File: src/rtl/srio_stream_monitor.sv
// Passive AXI4-Stream tap for an sRIO logical port: packet/beat statistics, a header-record
// FIFO (first-word-fall-through) and sticky protocol-violation / stall flags.
module srio_stream_monitor #(
    parameter int DATA_W      = 64,
    parameter int CNT_W       = 32,
    parameter int FIFO_DEPTH  = 8,
    parameter int STALL_LIMIT = 1024,
    parameter int LEN_W       = 16
) (
    input  logic                log_clk,
    input  logic                log_rst,
    input  logic                tvalid,
    input  logic                tready,
    input  logic                tlast,
    input  logic [DATA_W-1:0]   tdata,
    input  logic [DATA_W/8-1:0] tkeep,
    input  logic [31:0]         tuser,
    input  logic                clr_stats,
    output logic [CNT_W-1:0]    pkt_count,
    output logic [CNT_W-1:0]    beat_count,
    output logic [15:0]         ftype_seen,
    output logic                hdr_valid,
    input  logic                hdr_ready,
    output logic [63:0]         hdr_data,
    output logic [31:0]         hdr_tuser,
    output logic [LEN_W-1:0]    hdr_len,
    output logic                hdr_overflow,
    output logic                err_hold,
    output logic                err_stall
);

    localparam int PTR_W = $clog2(FIFO_DEPTH);
    localparam int SC_W  = $clog2(STALL_LIMIT + 1);
    localparam int REC_W = 64 + 32 + LEN_W;

    typedef enum logic {IDLE, IN_PKT} state_t;

    state_t             state, state_next;
    logic [63:0]        hdr_q, hdr_next;
    logic [31:0]        user_q, user_next;
    logic [LEN_W-1:0]   len_q, len_next;
    logic               push;

    logic               hs, stall, header_beat;

    logic [REC_W-1:0]   mem [FIFO_DEPTH];
    logic [PTR_W-1:0]   wr_ptr, rd_ptr;
    logic [PTR_W:0]     fifo_cnt;
    logic               full, pop, push_ok;

    logic               stall_q, tlast_q;
    logic [DATA_W-1:0]  tdata_q;
    logic [DATA_W/8-1:0] tkeep_q;
    logic [31:0]        tuser_q;
    logic [SC_W-1:0]    stall_cnt;

    assign hs          = tvalid && tready;
    assign stall       = tvalid && !tready;
    assign header_beat = (state == IDLE) && hs;

    always_ff @(posedge log_clk) begin
        if (log_rst) begin
            state  <= IDLE;
            hdr_q  <= '0;
            user_q <= '0;
            len_q  <= '0;
        end else begin
            state  <= state_next;
            hdr_q  <= hdr_next;
            user_q <= user_next;
            len_q  <= len_next;
        end
    end

    // The record pushed on tlast is built from the next-state values, so a single-beat
    // packet takes its header straight from the bus.
    always_comb begin
        state_next = state;
        hdr_next   = hdr_q;
        user_next  = user_q;
        len_next   = len_q;
        push       = 1'b0;
        case (state)
            IDLE: begin
                if (hs) begin
                    hdr_next  = tdata[DATA_W-1 -: 64];
                    user_next = tuser;
                    len_next  = LEN_W'(1);
                    if (tlast) push = 1'b1;
                    else       state_next = IN_PKT;
                end
            end
            IN_PKT: begin
                if (hs) begin
                    len_next = (len_q == '1) ? len_q : len_q + LEN_W'(1);
                    if (tlast) begin
                        push       = 1'b1;
                        state_next = IDLE;
                    end
                end
            end
            default: state_next = IDLE;
        endcase
    end

    always_ff @(posedge log_clk) begin
        if (log_rst || clr_stats) begin
            pkt_count  <= '0;
            beat_count <= '0;
            ftype_seen <= '0;
        end else begin
            if (hs && tlast && pkt_count != '1) pkt_count <= pkt_count + CNT_W'(1);
            if (hs && beat_count != '1)         beat_count <= beat_count + CNT_W'(1);
            if (header_beat)                    ftype_seen[tdata[DATA_W-9 -: 4]] <= 1'b1;
        end
    end

    assign full    = (fifo_cnt == (PTR_W+1)'(FIFO_DEPTH));
    assign pop     = hdr_valid && hdr_ready;
    assign push_ok = push && (!full || pop);

    always_ff @(posedge log_clk) begin
        if (push_ok) mem[wr_ptr] <= {hdr_next, user_next, len_next};
    end

    always_ff @(posedge log_clk) begin
        if (log_rst) begin
            wr_ptr   <= '0;
            rd_ptr   <= '0;
            fifo_cnt <= '0;
        end else begin
            if (push_ok) wr_ptr <= wr_ptr + PTR_W'(1);
            if (pop)     rd_ptr <= rd_ptr + PTR_W'(1);
            case ({push_ok, pop})
                2'b10:   fifo_cnt <= fifo_cnt + (PTR_W+1)'(1);
                2'b01:   fifo_cnt <= fifo_cnt - (PTR_W+1)'(1);
                default: fifo_cnt <= fifo_cnt;
            endcase
        end
    end

    assign hdr_valid = (fifo_cnt != '0);
    assign {hdr_data, hdr_tuser, hdr_len} = hdr_valid ? mem[rd_ptr] : '0;

    always_ff @(posedge log_clk) begin
        if (log_rst) begin
            stall_q <= 1'b0;
            tdata_q <= '0;
            tlast_q <= 1'b0;
            tkeep_q <= '0;
            tuser_q <= '0;
        end else begin
            stall_q <= stall;
            tdata_q <= tdata;
            tlast_q <= tlast;
            tkeep_q <= tkeep;
            tuser_q <= tuser;
        end
    end

    // Stall counter parks at the limit so err_stall fires exactly once per long stall.
    always_ff @(posedge log_clk) begin
        if (log_rst)                     stall_cnt <= '0;
        else if (!stall)                 stall_cnt <= '0;
        else if (stall_cnt != SC_W'(STALL_LIMIT)) stall_cnt <= stall_cnt + SC_W'(1);
    end

    always_ff @(posedge log_clk) begin
        if (log_rst || clr_stats) begin
            hdr_overflow <= 1'b0;
            err_hold     <= 1'b0;
            err_stall    <= 1'b0;
        end else begin
            if (push && full && !pop) hdr_overflow <= 1'b1;
            if (stall_q && (!tvalid || tdata != tdata_q || tlast != tlast_q ||
                            tkeep != tkeep_q || tuser != tuser_q))
                err_hold <= 1'b1;
            if (stall && stall_cnt >= SC_W'(STALL_LIMIT - 1)) err_stall <= 1'b1;
        end
    end

endmodule

File: config.mk
export PLATFORM = sky130hd
export DESIGN_NAME = srio_stream_monitor
export DESIGN_NICKNAME = d
export VERILOG_FILES = /design/src/rtl/srio_stream_monitor.sv
export SDC_FILE = /design/constraint.sdc
export NUM_CORES = 1
export LEC_CHECK = 0
export CORE_UTILIZATION = 50
export CTS_CLUSTER_DIAMETER = 60
export DETAILED_ROUTE_END_ITERATION = 12
export PLACE_DENSITY = 0.79
export SKIP_CTS_REPAIR_TIMING = 1
export SLEW_MARGIN = 20
export SYNTH_ARGS = -nofsm -noshare
export SYNTH_HDL_FRONTEND = slang
export SYNTH_SLANG_ARGS = --single-unit
File: constraint.sdc
create_clock -name log_clk -period 19.9 [get_ports log_clk]
set_input_delay 2.985 -clock log_clk [delete_from_list [all_inputs] [get_ports log_clk]]
set_output_delay 2.985 -clock log_clk [all_outputs]
set_load 0.05 [all_outputs]
==> metrics <==
skew final=0.03612 ns; unrepaired setup endpoints after global routing=false; Core Rows=112; Ports=307; pre-CTS WS=12.27 ns; Static Leakage=18.65 nW; pin count of the biggest net entering global routing=128; count of different cell masters after synthesis=62; Setup CP Type=register to output port; worst path required time=16.91 ns; drt drc=0; Yosys reg bits=1,222; cells along the critical path=buf_4 -> buf_12 -> mux4_2 -> mux2i_1 -> nor2_1 -> clkdlybuf4s50_1; Filler cells=6,750; uppermost layer routed=met5; Peak VDD IR=85.39 uV; H-tree Lvls=3; FFs w/ async S/R, synth=0%; Max-slew headroom=10.78%; M1 WL=46,400 um; Routed WL=119,700 um; post-synth net total=3,131; Clock Tree Root=clkbuf_16; Syn Inst Count=3,010; CTS tree=done; crit path max fanout=111; WL per Instance=25.48 um; EDFF count, synth=896; via count=27,330; die span in x=309.8 um; sequential share of the synthesized area=70.59%; vias in the first global route=27,540; Syn-to-layout area delta=18.50%; post-placement cell area=51,800 um^2; commonest non-fill, non-tap cell in the layout=edfxtp_1; Tmin final=8.044 ns; Starting Density=50.59%; grt total ovfl=0; Placeable Area=93,610 um^2; most frequent cells in the layout=edfxtp_1 (896), dfxtp_1 (323), clkdlybuf4s50_1 (305), nand2_1 (301), nor2_1 (246); drt pass-1 iters=6; syn avg cell area=15.73 um^2; Top FF cell, synth=edfxtp_1; fraction of layout cells with a size suffix above 1=14.26%; Met3 Wirelength=13,120 um; Final HPWL DP=71,160 um; Final Worst Setup Slack=11.86 ns; Synth Warn #=0; IO Port Bufs=306; GPL Wtd Cong=0.8755; total die area=95,950 um^2; Worst Max-Slew Pin Slew=1.326 ns; Total Neg Setup Slack=0 ns; DRT antenna net count=0; HP Start=hdr_overflow; final setup vio count=0; slowest CP cell=dfxtp_4; first-pass GRT wire length=176,200 um; fin crit share=40.42%; critical path launch point type=register; Hold Violations, Final=0; Max Slew Vio Count=0; slowest stage delay, CP=0.89 ns; Critical Path Sink Type=output port; cts bufs inserted=119; clock-pin slew of the registers on the worst-case setup and hold paths=0.06 ns; die height=309.8 um; maximum clock path buffer count=3; met2 wire len=55,940 um; Num Clock Sinks=1,222; type of the most critical hold path=register to register; post-route cell area=56,120 um^2; fin nets=3,452; R2R Path Start=fifo_cnt[1]; 1st-iter DRT viols=2,692; Post-Syn Area=47,360 um^2; Data arrival, critical path=5.06 ns; Power per Cell Area=115.0 nW/um^2; run status=finished clean; Overall Global Routing Usage=25.13%; vias per cell=5.815; f_max=124.3 MHz; Clk Latency, worst-skew pair=0.71 ns; max-cap viol count=0; initial antenna violation count=27
-- metrics by stage --
stage               power, mW  cells  util [%]  hold WS [ns]
floorplan               3.691   3010         -        0.4443
global placement        4.111   4462     55.32        0.4340
detailed placement      4.127   4463     55.34        0.4507
CTS                     6.488   4689     59.88        0.4660
global route            6.643   4693     59.94        0.4983
finish                  6.456   4699     59.95        0.4577
-- worst max-delay path: cells and delay by family (launching register included) --
family,cells,cell delay [ns]
mux,2,0.96
buf+inv,3,2.14
flops,1,0.89
simple gates,1,0.09
-- sequential cells by signal, summed over array words and instances (netlist names), 8 cells and up, named ones only --
| signal | cells |
|---|---|
| mem | 896 |
| hdr_q | 64 |
| tdata_q | 64 |
| beat_count | 32 |
| pkt_count | 32 |
| tuser_q | 32 |
| user_q | 32 |
| ftype_seen | 16 |
| len_q | 16 |
| stall_cnt | 11 |
| tkeep_q | 8 |
-- per-layer routing --
layer,track usage [%],vias up
li1,-,11900
met1,33.33,13820
met2,39.17,1340
met3,7.835,237
met4,9.062,34
met5,0,-
-- final cells by class --
class	count	area, um^2	area share [%]
well taps	1254	1569	2.796
clock inverters	85	959.7	1.710
diodes	9	22.52	0.04013
inverters	57	214.0	0.3812
repair buffers	343	3415	6.084
flip-flops and latches	1222	33440	59.59
clock buffers	141	3291	5.863
multi-input cells	1588	13210	23.54
-- path summary, 6_finish.rpt --
path / end / slack [ns] / depth (start not counted)
setup / recovery: hdr_data[6] / 11.86 / 6
hold / removal: hdr_overflow / 0.46 / 2
setup reg to reg: mem[7][103] / 15.77 / 6
hold reg to reg: hdr_overflow / 0.46 / 2
-- kinds of logic after synthesis --
group           share of synthesized area, %
compound gates                         1.995
fa+ha+maj                             0.2800
mux                                    13.21
buf+inv                                1.696
simple gates                           9.820
flops                                  70.59
xor+xnor                               2.404
-- synth_stat cells (6+ instances only) --
master	number	area, um^2
o2bb2ai_1	6	52.55
and3_1	22	137.6
mux4_2	224	5045
o21ai_0	31	155.2
nor2b_1	208	1301
o22ai_1	14	87.58
o211ai_1	7	52.55
inv_1	57	214.0
edfxtp_1	896	26910
a21oi_1	42	210.2
a22o_1	6	52.55
dfxtp_1	326	6526
xor2_1	84	735.7
and4_1	12	105.1
buf_1	18	67.56
a31oi_1	10	62.56
nor3_1	20	100.1
xnor2_1	46	402.9
nand4_1	38	237.7
ha_1	9	112.6
buf_2	19	95.09
mux2i_1	119	1191
nor4_1	22	137.6
nor2_1	248	930.9
nand2_1	301	1130
nand3_1	41	205.2
clkbuf_1	103	386.6
or3_1	12	75.07
-- power breakdown --
part | internal [mW] | switching, mW | total [mW] | leakage [nW]
Clock | 1.40 | 0.985 | 2.38 | 2.09
Sequential | 2.78 | 0.0326 | 2.81 | 11.0
Combinational | 0.436 | 0.827 | 1.26 | 5.57
Power figures use the tool's default switching activity.
